===== src/rtl/seq_divider_if.sv =====
// Request/response bundle between the execute-stage control unit and the
// sequential divider. The master drives operands and start; the slave
// returns status and results.
interface seq_divider_if #(
  parameter int WIDTH = 32
);
  logic             start;
  logic             signed_op;
  logic [WIDTH-1:0] dividend;
  logic [WIDTH-1:0] divisor;
  logic             busy;
  logic             done;
  logic [WIDTH-1:0] quotient;
  logic [WIDTH-1:0] remainder;
  logic             div_by_zero;

  modport master (
    output start, signed_op, dividend, divisor,
    input  busy, done, quotient, remainder, div_by_zero
  );

  modport slave (
    input  start, signed_op, dividend, divisor,
    output busy, done, quotient, remainder, div_by_zero
  );
endinterface


===== src/rtl/seq_divider.sv =====
// Multi-cycle restoring divider: one quotient bit per clock on operand
// magnitudes, with the sign fix-up applied in a final cycle. Serves
// DIV/DIVU/REM/REMU with a start/busy/done stall handshake.
module seq_divider #(
  parameter int WIDTH = 32
) (
  input  logic          clk,
  input  logic          rst_n,
  seq_divider_if.slave  bus
);
  localparam int CW = $clog2(WIDTH);

  typedef enum logic [1:0] {
    ST_IDLE = 2'd0,
    ST_CALC = 2'd1,
    ST_FIX  = 2'd2,
    ST_DONE = 2'd3
  } state_t;

  state_t           state_r;
  state_t           state_s;
  logic [CW-1:0]    count_r;
  logic [WIDTH-1:0] a_r;          // dividend magnitude, becomes quotient magnitude
  logic [WIDTH-1:0] b_r;          // divisor magnitude
  logic [WIDTH-1:0] rem_r;        // partial remainder
  logic [WIDTH-1:0] raw_a_r;      // untouched dividend, returned on divide by zero
  logic             q_neg_r;
  logic             r_neg_r;
  logic             dbz_r;
  logic             dbz_wait_r;   // divide-by-zero spends one extra cycle in FIX
  logic             busy_r;
  logic             done_r;
  logic [WIDTH-1:0] quotient_r;
  logic [WIDTH-1:0] remainder_r;
  logic             dbz_out_r;

  logic             accept_s;
  logic             div_zero_in_s;
  logic [WIDTH:0]   shifted_s;
  logic             ge_s;
  logic [WIDTH-1:0] rem_next_s;

  // Two's-complement magnitude of a value, or the value itself when unsigned.
  function automatic logic [WIDTH-1:0] magnitude(input logic [WIDTH-1:0] v, input logic sgn);
    magnitude = (sgn && v[WIDTH-1]) ? ({WIDTH{1'b0}} - v) : v;
  endfunction

  // Conditional two's-complement negate used by the sign fix-up.
  function automatic logic [WIDTH-1:0] cond_neg(input logic [WIDTH-1:0] v, input logic neg);
    cond_neg = neg ? ({WIDTH{1'b0}} - v) : v;
  endfunction

  // Start acceptance and divisor-zero detection on the raw inputs.
  always_comb begin
    accept_s      = 1'b0;
    div_zero_in_s = (bus.divisor == {WIDTH{1'b0}});
    if (bus.start && ((state_r == ST_IDLE) || (state_r == ST_DONE))) begin
      accept_s = 1'b1;
    end else begin
      accept_s = 1'b0;
    end
  end

  // One restoring step: shift in next dividend bit and trial-subtract the divisor.
  always_comb begin
    shifted_s  = {rem_r, a_r[WIDTH-1]};
    ge_s       = (shifted_s >= {1'b0, b_r});
    rem_next_s = shifted_s[WIDTH-1:0];
    if (ge_s) begin
      rem_next_s = shifted_s[WIDTH-1:0] - b_r;
    end else begin
      rem_next_s = shifted_s[WIDTH-1:0];
    end
  end

  // State register.
  always_ff @(posedge clk) begin
    if (!rst_n) begin
      state_r <= ST_IDLE;
    end else begin
      state_r <= state_s;
    end
  end

  // Next-state logic.
  always_comb begin
    state_s = state_r;
    case (state_r)
      ST_IDLE, ST_DONE: begin
        if (accept_s) begin
          state_s = div_zero_in_s ? ST_FIX : ST_CALC;
        end else begin
          state_s = ST_IDLE;
        end
      end
      ST_CALC: begin
        if (count_r == CW'(WIDTH - 1)) begin
          state_s = ST_FIX;
        end else begin
          state_s = ST_CALC;
        end
      end
      ST_FIX: begin
        if (dbz_r && !dbz_wait_r) begin
          state_s = ST_FIX;
        end else begin
          state_s = ST_DONE;
        end
      end
      default: state_s = ST_IDLE;
    endcase
  end

  // Datapath: operand capture, iteration, sign fix-up and result registers.
  always_ff @(posedge clk) begin
    if (!rst_n) begin
      count_r     <= {CW{1'b0}};
      a_r         <= {WIDTH{1'b0}};
      b_r         <= {WIDTH{1'b0}};
      rem_r       <= {WIDTH{1'b0}};
      raw_a_r     <= {WIDTH{1'b0}};
      q_neg_r     <= 1'b0;
      r_neg_r     <= 1'b0;
      dbz_r       <= 1'b0;
      dbz_wait_r  <= 1'b0;
      busy_r      <= 1'b0;
      done_r      <= 1'b0;
      quotient_r  <= {WIDTH{1'b0}};
      remainder_r <= {WIDTH{1'b0}};
      dbz_out_r   <= 1'b0;
    end else begin
      done_r <= 1'b0;
      case (state_r)
        ST_IDLE, ST_DONE: begin
          if (accept_s) begin
            a_r        <= magnitude(bus.dividend, bus.signed_op);
            b_r        <= magnitude(bus.divisor, bus.signed_op);
            raw_a_r    <= bus.dividend;
            q_neg_r    <= bus.signed_op & (bus.dividend[WIDTH-1] ^ bus.divisor[WIDTH-1]);
            r_neg_r    <= bus.signed_op & bus.dividend[WIDTH-1];
            dbz_r      <= div_zero_in_s;
            dbz_wait_r <= 1'b0;
            rem_r      <= {WIDTH{1'b0}};
            count_r    <= {CW{1'b0}};
            busy_r     <= 1'b1;
          end else begin
            busy_r <= 1'b0;
          end
        end
        ST_CALC: begin
          rem_r   <= rem_next_s;
          a_r     <= {a_r[WIDTH-2:0], ge_s};
          count_r <= count_r + 1'b1;
        end
        ST_FIX: begin
          if (dbz_r && !dbz_wait_r) begin
            dbz_wait_r <= 1'b1;
          end else begin
            quotient_r  <= dbz_r ? {WIDTH{1'b1}} : cond_neg(a_r, q_neg_r);
            remainder_r <= dbz_r ? raw_a_r : cond_neg(rem_r, r_neg_r);
            dbz_out_r   <= dbz_r;
            done_r      <= 1'b1;
            busy_r      <= 1'b0;
          end
        end
        default: begin
          busy_r <= 1'b0;
        end
      endcase
    end
  end

  assign bus.busy        = busy_r;
  assign bus.done        = done_r;
  assign bus.quotient    = quotient_r;
  assign bus.remainder   = remainder_r;
  assign bus.div_by_zero = dbz_out_r;
endmodule

===== src/flat_wrapper.sv =====
// flat-port wrapper written by rule: the top's interface ports become plain ports
module seq_divider_flat 
#(
  parameter int WIDTH = 32
)
  (clk, rst_n, bus_start, bus_signed_op, bus_dividend, bus_divisor, bus_busy, bus_done, bus_quotient, bus_remainder, bus_div_by_zero);
  seq_divider_if #(.WIDTH(WIDTH)) bus_i ();
  input  logic clk;
  input  logic rst_n;
  input wire logic [$bits(bus_i.start)-1:0] bus_start;
  input wire logic [$bits(bus_i.signed_op)-1:0] bus_signed_op;
  input wire logic [$bits(bus_i.dividend)-1:0] bus_dividend;
  input wire logic [$bits(bus_i.divisor)-1:0] bus_divisor;
  output wire logic [$bits(bus_i.busy)-1:0] bus_busy;
  output wire logic [$bits(bus_i.done)-1:0] bus_done;
  output wire logic [$bits(bus_i.quotient)-1:0] bus_quotient;
  output wire logic [$bits(bus_i.remainder)-1:0] bus_remainder;
  output wire logic [$bits(bus_i.div_by_zero)-1:0] bus_div_by_zero;
  assign bus_i.start = bus_start;
  assign bus_i.signed_op = bus_signed_op;
  assign bus_i.dividend = bus_dividend;
  assign bus_i.divisor = bus_divisor;
  assign bus_busy = bus_i.busy;
  assign bus_done = bus_i.done;
  assign bus_quotient = bus_i.quotient;
  assign bus_remainder = bus_i.remainder;
  assign bus_div_by_zero = bus_i.div_by_zero;
  seq_divider #(.WIDTH(WIDTH)) u_core (.clk(clk), .rst_n(rst_n), .bus(bus_i));
endmodule

===== config.mk =====
export PLATFORM = sky130hd
export DESIGN_NAME = seq_divider_flat
export DESIGN_NICKNAME = d
export VERILOG_FILES = /design/src/rtl/seq_divider_if.sv /design/src/rtl/seq_divider.sv /design/src/flat_wrapper.sv
export SDC_FILE = /design/constraint.sdc
export NUM_CORES = 1
export LEC_CHECK = 0
export CORE_MARGIN = 1
export CORE_UTILIZATION = 55
export DETAILED_ROUTE_END_ITERATION = 8
export PLACE_DENSITY = 0.85
export SYNTH_ARGS = -nofsm -noshare
export SYNTH_HDL_FRONTEND = slang
export SYNTH_SLANG_ARGS = --single-unit

===== constraint.sdc =====
create_clock -name clk -period 5.45 [get_ports clk]
set_input_delay 1.09 -clock clk [delete_from_list [all_inputs] [get_ports clk]]
set_output_delay 1.09 -clock clk [all_outputs]
set_load 0.01 [all_outputs]

### Yosys cells after proc, flatten, opt, wreduce, memory -nomap -nowiden

Index checks and enable logic that the tools add are counted.

| cells by class | value |
|---|---|
| add/sub/neg operators | 6 |
| magnitude comparators | 1 |
| equal/unequal tests | 7 |
| mux-type cells | 26 |
| bitwise operators | 4 |
| reduce and logical (&&, ||, !) cells | 17 |

Operators with widths:

| operator | number |
|---|---|
| 2-to-1 mux 32 bit | 9 |
| case mux 32 bit (2 select lines) | 2 |
| subtractor 1 x 32 -> 32 bit, first input constant | 4 |
| greater-or-equal comparator 33 x 32 -> 1 bit | 1 |
| logical NOT 32 bit | 1 |
| subtractor 32 bit | 1 |
| case mux 5 bit (2 select lines) | 1 |
| AND reduction 2 bit | 5 |
| 2-to-1 mux 1 bit | 7 |
| 2-to-1 mux 2 bit | 3 |
| case mux 2 bit (3 select lines) | 1 |
| adder 5 x 1 -> 5 bit, second input constant | 1 |
| == test 5 bit, second input constant | 1 |
| 2-to-1 mux 5 bit | 1 |
| == test 2 bit, second input constant | 2 |
| logical AND 1 bit | 4 |
| != test 2 x 1 -> 1 bit, second input constant | 2 |
| case mux 1 bit (2 select lines) | 2 |
| nonzero test 2 bit | 2 |
| AND reduction 3 bit | 1 |
| bitwise AND 1 bit | 2 |
| == test 2 x 1 -> 1 bit, second input constant | 1 |
| logical NOT 2 bit | 1 |
| != test 2 bit, second input constant | 1 |
| other kinds (5) | 5 |

| word-level totals | value |
|---|---|
| register bits | 206 |
| bits of input ports | 68 |
| output and inout bits | 67 |
| word-level logic and storage cells | 76 |

### Logic depth before layout (Yosys ltp)

Gate-level depths: netlist (run 1).

| logic depth | value |
|---|---|
| depth in word-level cells | 6 |
| mapped depth | 13 |

### Least setup slack after synthesis (run 1)

OpenSTA, ideal clock, no wires.

| path | value |
|---|---|
| path type | input to register |
| start | input bus_dividend[6] |
| end | register u_core.a_r[29] |
| data arrival time | 3.211 ns |
| data required time | 5.322 ns |
| setup slack | 2.111 ns |
| cell stages on the path | 8 |
| buffers on the path | 0 |
| cell sequence | or4_1 or3_1 nor4_4 nand3b_1 o41ai_1 xnor2_1 a222oi_1 nor2_1 |

| on the way | value |
|---|---|
| word-level cells in the longest chain between the ends | 4 |

RTL lines:

| element | line | text |
|---|---|---|
| start: declaration | flat_wrapper.sv:12 | `input wire logic [$bits(bus_i.dividend)-1:0] bus_dividend;` |
| subtractor 1 x 32 -> 32 bit | seq_divider.sv:45 | `magnitude = (sgn && v[WIDTH-1]) ? ({WIDTH{1'b0}} - v) : v;` |
| 2-to-1 mux 32 bit | seq_divider.sv:45 |  |
| 2-to-1 mux 32 bit | seq_divider.sv:135 | `if (accept_s) begin` |
| case mux 32 bit (2 select lines) | seq_divider.sv:133 | `case (state_r)` |
| end signal: assignment | seq_divider.sv:118 | `a_r <= {WIDTH{1'b0}};` |
| end signal: assignment | seq_divider.sv:136 | `a_r <= magnitude(bus.dividend, bus.signed_op);` |
| end signal: assignment | seq_divider.sv:152 | `a_r <= {a_r[WIDTH-2:0], ge_s};` |
| end: declaration | seq_divider.sv:23 | `logic [WIDTH-1:0] a_r;` |

Every way passes these cells. The select of a mux whose other input is x is not followed.
A chain may end at the register's enable or synchronous reset.

### Worst setup path after layout (run 1)

| path | value |
|---|---|
| start | register u_core.a_r[31] |
| end | register u_core.rem_r[28] |

| on the way | value |
|---|---|
| word-level cells in the longest chain between the ends | 3 |
| elaborated cells on any way between the ends | 4 |

RTL lines:

| element | line | text |
|---|---|---|
| subtractor 32 bit or greater-or-equal comparator 33 x 32 -> 1 bit (tied branches) | seq_divider.sv:70, seq_divider.sv:67 |  |
| 2-to-1 mux 32 bit (*) | seq_divider.sv:69 | `if (ge_s) begin` |
| case mux 32 bit (2 select lines) (*) | seq_divider.sv:133 |  |
| end signal: assignment | seq_divider.sv:120 | `rem_r <= {WIDTH{1'b0}};` |
| end signal: assignment | seq_divider.sv:143 | `rem_r <= {WIDTH{1'b0}};` |
| end signal: assignment | seq_divider.sv:151 | `rem_r <= rem_next_s;` |
| end: declaration | seq_divider.sv:25 | `logic [WIDTH-1:0] rem_r;` |

Mark *: on every way between the ends. The rest lies on a longest branch, timed or not.

==> metrics, run 1 <==
crit path capture type flop; fin util 67.1%; Wirelength per Cell 18.4 um; Post-synth EDFFs 0; CP endpoint u_core.rem_r[28]; Syn Inst Count 1,541; Leak Pwr 5.36 nW; CTS Buf Count 23; TNS Setup 0 ps; most common cell after layout, fill and taps aside nand2_1; Post-DRT Antenna Nets 0; hold path start u_core.raw_a_r[30]; Final Setup Violations 0; Tmin final 3820 ps; clock slew at reported path FFs 60 ps; Post-synth ARST share 0%; Syn-to-layout area delta 18.5%; largest fanout on the critical path 4; Initial Util 56.6%; Max Buffers Root-to-Sink 3; post-CTS sizing 0; syn nets 1,651; CTS root buf clkbuf_16; RSZ-0062 raised after global routing no; worst r2r dst u_core.rem_r[28]; Clock Sinks 206; row count 53; setup slack, reg-to-reg 1630 ps; DRC errors left 0; Cell Pwr Density 275 mW/mm^2; synth unique cells 67; drt first pass iters 8; initial antenna violation count 0; CP Class flop to flop; worst slew pin tran 1230 ps; Post-CTS Repair Setup Buffers 0; final worst path period share 70.1%; Crit path required time 5850 ps; Hold WC Path Type flop to flop; num ports 135; largest net degree at the start of global routing 107; 1st-iter DRT viols 1,259; Core ar. 0.0212 sq mm; chip height 150 um; Max Freq 262 MHz; Slew HR 17.9%; first-pass GRT wire length 55.9 mm; Post-Route WL 35.0 mm; CTS tree done; crit path DAT 4230 ps; Most used DFF post-synth dfxtp_1; worst skew pair latency 540 ps; max-cap viol count 0; final max-slew violation count 0; Netlist Area Pre-Place 0.0120 sq mm; Critical R2R Launch u_core.a_r[31]; GR Overflow Total 0; synthesized flop and latch total 206; vias 12.0k; GPL Wtd Cong 0.925; vias in the first global route 11.1k; # H-tree levels 1; layout cells sized above 1 4.60%; Worst Reg2Reg Path Length in Cells 13; Detail Placement HPWL 24.4 mm; Fin Clk Skew 33.9 ps; register area share after synthesis 34.3%; Port Buf Inserts 134; most frequent cells in the layout 207 x nand2_1, 206 x dfxtp_1, 134 x nor2_1, 133 x clkdlybuf4s50_1, 128 x o21ai_0; drt via density 6.29; n_diodes 0; Synth Warn # 0; Max rail drop VDD 0.183 mV; final hold viol count 0; Layout Nets 1,722; outcome complete, no violations; gr usage total 30.8%; Die X 150 um; Post-CTS Hold Fix Bufs 0; Die ar. 0.0224 sq mm; CP startpoint u_core.a_r[31]; Fin Hold WS 455 ps; Avg Synthesized Cell Area 7.80 sq um; critical path launch point type flop
[power breakdown]
part | internal [W] | leakage, nW | total, W | switching, W
registers | 0.00156 | 1.68 | 0.00162 | 0.0000552
logic | 0.000234 | 3.28 | 0.000579 | 0.000346
clock network | 0.00106 | 0.404 | 0.00172 | 0.000654
total | 0.00286 | 5.36 | 0.00391 | 0.00105
[flip-flops by register name (all words and copies together) (netlist names), 2 cells and up]
register and cells:
u_core.bus.quotient 32, u_core.bus.remainder 32, u_core.state_r 2, u_core.a_r 32, u_core.count_r 5, u_core.rem_r 32
u_core.raw_a_r 32, u_core.b_r 32
[per-stage QoR]
step,cells,worst slack (ps),power (W),instance area (sq um)
floorplan,1541,2110,0.00203,12000
CTS,1904,1670,0.00391,14200
detailed placement,1862,1200,0.00221,13400
global placement,1862,1230,0.00219,13400
finish,1904,1630,0.00391,14200
global route,1904,1410,0.00404,14200
[per-layer routing]
| metal | track usage, % | up-vias | part of all wire, % |
|---|---|---|---|
| li1 | - | 5620 | - |
| met1 | 42.2 | 5624 | 43 |
| met2 | 48.6 | 622 | 45 |
| met3 | 3.84 | 111 | 8.1 |
| met4 | 13.1 | 0 | 3.6 |
| met5 | 0 | - | 0 |
[kinds of logic (layout without fill, tap and decap cells)]
| group | after synthesis | after routing | synth area share (%) |
|---|---|---|---|
| AO/OA/AOI/OAI | 468 | 468 | 24.8 |
| buffers and inverters | 163 | 251 | 5.51 |
| multiplexers | 19 | 19 | 1.58 |
| XOR/XNOR | 144 | 144 | 10.5 |
| adder cells (fa/ha/maj) | 42 | 42 | 4.44 |
| AND/OR/NAND/NOR | 499 | 499 | 18.9 |
| flip-flops | 206 | 206 | 34.3 |
[worst min-delay path by stage]
| stage | endpoint | slack (ps) | cells after the start |
|---|---|---|---|
| after detailed placement | u_core.raw_a_r[30] | 440 | 2 |
| final | u_core.raw_a_r[30] | 450 | 2 |
| after floorplan | u_core.b_r[18] | 430 | 2 |
| after global placement | u_core.raw_a_r[30] | 440 | 2 |
| after CTS | u_core.raw_a_r[30] | 450 | 2 |
| after global routing | u_core.raw_a_r[21] | 470 | 2 |
[cells in the mapped netlist (19+ instances only)]
master    instances  area share, %
a31oi_1          26            1.4
nand3_1          36            1.5
o31ai_1          30            1.9
xnor2_1          76            5.5
ha_1             41            4.3
nand2_1         207            6.5
xor2_1           68            5.0
mux2i_1          19            1.6
a222oi_1         31            2.6
dfxtp_1         206             34
a21boi_0         27            1.7
inv_1            60            1.9
o21ai_0         128            5.3
clkbuf_1         91            2.8
or3_1            19           0.99
a21oi_1         126            5.2
nor2_1          135            4.2
[worst max-delay path: stages, from the launching register on]
cell and delay (ps):
dfxtp_1 340, inv_1 190, ha_1 210, inv_1 60, fa_1 410, a21o_1 180, a21oi_1 260, o21ai_0 220
a311o_1 460, a21oi_1 420, o221ai_1 280, a311oi_1 370, xor2_1 180, o21ai_0 110
[cell type report]
cell class | instances | area [sq um]
fill | 1781 | 6980
clock inverter | 10 | 193
clock buffer | 32 | 639
multi-input combinational | 1172 | 7270
tap | 275 | 344
timing repair buffer | 148 | 1440
sequential | 206 | 4120
inverter | 61 | 229
(Power assumes the default switching activity.)
==> run 2, diff against run 1 <==
==> constraint.sdc (replaced) <==
create_clock -name clk -period 3.83 [get_ports clk]
set_input_delay 0.766 -clock clk [delete_from_list [all_inputs] [get_ports clk]]
set_output_delay 0.766 -clock clk [all_outputs]
set_load 0.01 [all_outputs]
==> run 2 against run 1 <==
Against the previous run:
- clock skew decreased by 12 ps
- non-clock buffer count increased by 18
- final cell count increased by 0.79%
- power increased by 38%
- the run now ends with design-rule violations left
- first-iteration DRC count increased by 2.9%
- design area increased by 0.61%
- count of clock-buffer cells in the layout decreased by 5
- sequential share of layout area decreased by 0.17 points
- register-to-register slack got worse by 1200 ps
- via count decreased by 0.87%
- routed wire length decreased by 1.6%
==> metrics, run 2 (synthesis gave the netlist of run 1 again) <==
Max rail drop VDD 0.304 mV (+66%); GR Overflow Total 0 (unchanged); outcome complete, but fails checks; Multi-input gate area 0.00727 sq mm (unchanged); Slowest-stage cell, CP a311o_1; 1st-iter DRT viols 1,296 (+2.9%); Leak Pwr 5.42 nW (+1.1%); GPL Wtd Cong 0.912 (-1.4%); Layout Nets 1,739 (+0.99%); Post-DRT Antenna Nets 0 (unchanged); chip height 150 um (unchanged); max-cap viol count 0 (unchanged); initial antenna violation count 0 (unchanged); Clock Sinks 206 (unchanged); CTS tree done; Pwr Total 0.00538 W (+38%); post-CTS sizing 0 (unchanged); Port Buf Inserts 134 (unchanged); Post-Route WL 34.5 mm (-1.6%); TNS Setup 0 ps (unchanged); Max Buffers Root-to-Sink 3 (unchanged); Cell Pwr Density 376 mW/mm^2 (+37%); Core ar. 0.0212 sq mm (unchanged); Max Freq 293 MHz (+12%); RSZ-0062 raised after global routing no; clock slew at reported path FFs 70 ps (about the same); Worst Reg2Reg Path Length in Cells 14 (+1); CP Class flop to flop; crit path capture type flop; critical path launch point type flop; largest net degree at the start of global routing 97 (-9.3%); CTS Buf Count 22 (-4.3%); Final Setup Violations 0 (unchanged); largest fanout on the critical path 4 (unchanged); # H-tree levels 1 (unchanged); row count 53 (unchanged); Reg area 0.00412 sq mm (unchanged); final hold viol count 0 (unchanged); Tmin final 3410 ps (-412 ps); # fillers 1,740 (-2.3%); worst skew pair latency 530 ps (about the same); worst slew pin tran 1160 ps (-70.4 ps); Syn-to-layout area delta 19.2%; CTS root buf clkbuf_16; Detail Placement HPWL 24.4 mm (about the same); hold depth 2 (unchanged); Slew HR 22.6% (+4.7 points); Post-CTS Repair Setup Buffers 0 (unchanged); gr usage total 30.5% (-0.26 points); final max-slew violation count 0 (unchanged); Initial Util 56.6% (unchanged); Fin Hold WS 457 ps (+2.71 ps); Fin Clk Skew 21.6 ps (-12.3 ps); Final Non-Filler Cells 1,919 (+0.79%); dpl cell area 0.0136 sq mm (+1.1%); Die ar. 0.0224 sq mm (unchanged); drt via density 6.19 (-1.6%); critical path depth in cells 14 (+1); Hold WC Path Type flop to flop; layout cells sized above 1 5.72% (+1.1 points); num ports 135 (unchanged); DRC errors left 1 (+1); post-route cell area 0.0143 sq mm (+0.61%); Crit path required time 4220 ps (-1630 ps); first-pass GRT wire length 55.5 mm (-0.85%); failing checks design-rule violations; most frequent cells in the layout 207 x nand2_1, 206 x dfxtp_1, 134 x nor2_1, 133 x clkdlybuf4s50_1, 128 x o21ai_0; crit path DAT 3800 ps (-430 ps); Die X 150 um (unchanged); vias 11.9k (-0.87%); CP max stage delay 450 ps (about the same); drt first pass iters 9 (+1); critical path cell sequence inv_1 -> ha_1 -> inv_1 -> fa_1 -> a21o_1 -> a21oi_1 -> o21ai_0 -> a311o_1 -> a21oi_1 -> buf_4 -> o221ai_1 -> a311oi_1 -> xor2_1 -> o21ai_0; crit-path leading delay family compound AO/OA/AOI/OAI gates; Post-Place Cells 1,880 (+0.97%); Wirelength per Cell 18.0 um (-2.3%); CP Buf/Inv Count 3 (+1); Post-CTS Hold Fix Bufs 0 (unchanged); most common cell after layout, fill and taps aside nand2_1; n_diodes 0 (unchanged); vias in the first global route 10.9k (-1.2%); final worst path period share 89.0% (+19 points)
## run 2: layout make-up
type	count	area share, %
Sequential cell	206	28.8
Clock buffer	27	4.18
Clock inverter	12	1.20
Timing Repair Buffer	166	11.1
Tap cell	275	2.40
Multi-Input combinational cell	1172	50.7
Inverter	61	1.60
## run 2: worst paths after layout
path                         to          startpoint  slack [ps]
max            u_core.rem_r[28]      u_core.a_r[31]         420
min          u_core.raw_a_r[23]  u_core.raw_a_r[23]         460
max reg2reg    u_core.rem_r[28]      u_core.a_r[31]         420
min reg2reg  u_core.raw_a_r[23]  u_core.raw_a_r[23]         460
## run 2: routing by layer
| metal | wire, um | vias up | global-route usage (%) |
|---|---|---|---|
| li1 | - | 5651 | - |
| met1 | 14900 | 5575 | 42.1 |
| met2 | 15600 | 562 | 48.5 |
| met3 | 3050 | 85 | 4.91 |
| met4 | 913 | 0 | 9.90 |
| met5 | 0 | - | 0 |
## run 2: metrics by stage
| stage | util [%] | setup slack [ps] |
|---|---|---|
| 5_1_grt | 67.5 | 261 |
| 4_1_cts | 67.5 | 466 |
| 3_3_place_gp | 63.9 | 80.7 |
| 3_5_place_dp | 63.9 | 47.1 |
| 2_1_floorplan | - | 815 |
| 6_report | 67.5 | 421 |
## run 2: power breakdown
group	internal, W	switching, W	total, W	leakage [nW]
Combinational	0.000341	0.000492	0.000833	3.38
Sequential	0.00222	0.0000778	0.00230	1.68
Clock	0.00133	0.000921	0.00225	0.369
## run 2: worst register-to-register path: cells and delay by family (launching register included)
kind                       cells  cell delay [ps]
buffers and inverters          3              330
adders and majority gates      2              600
DFF                            1              320
AOI/OAI and AO/OA              8             1850
xor gates and xnor gates       1              170
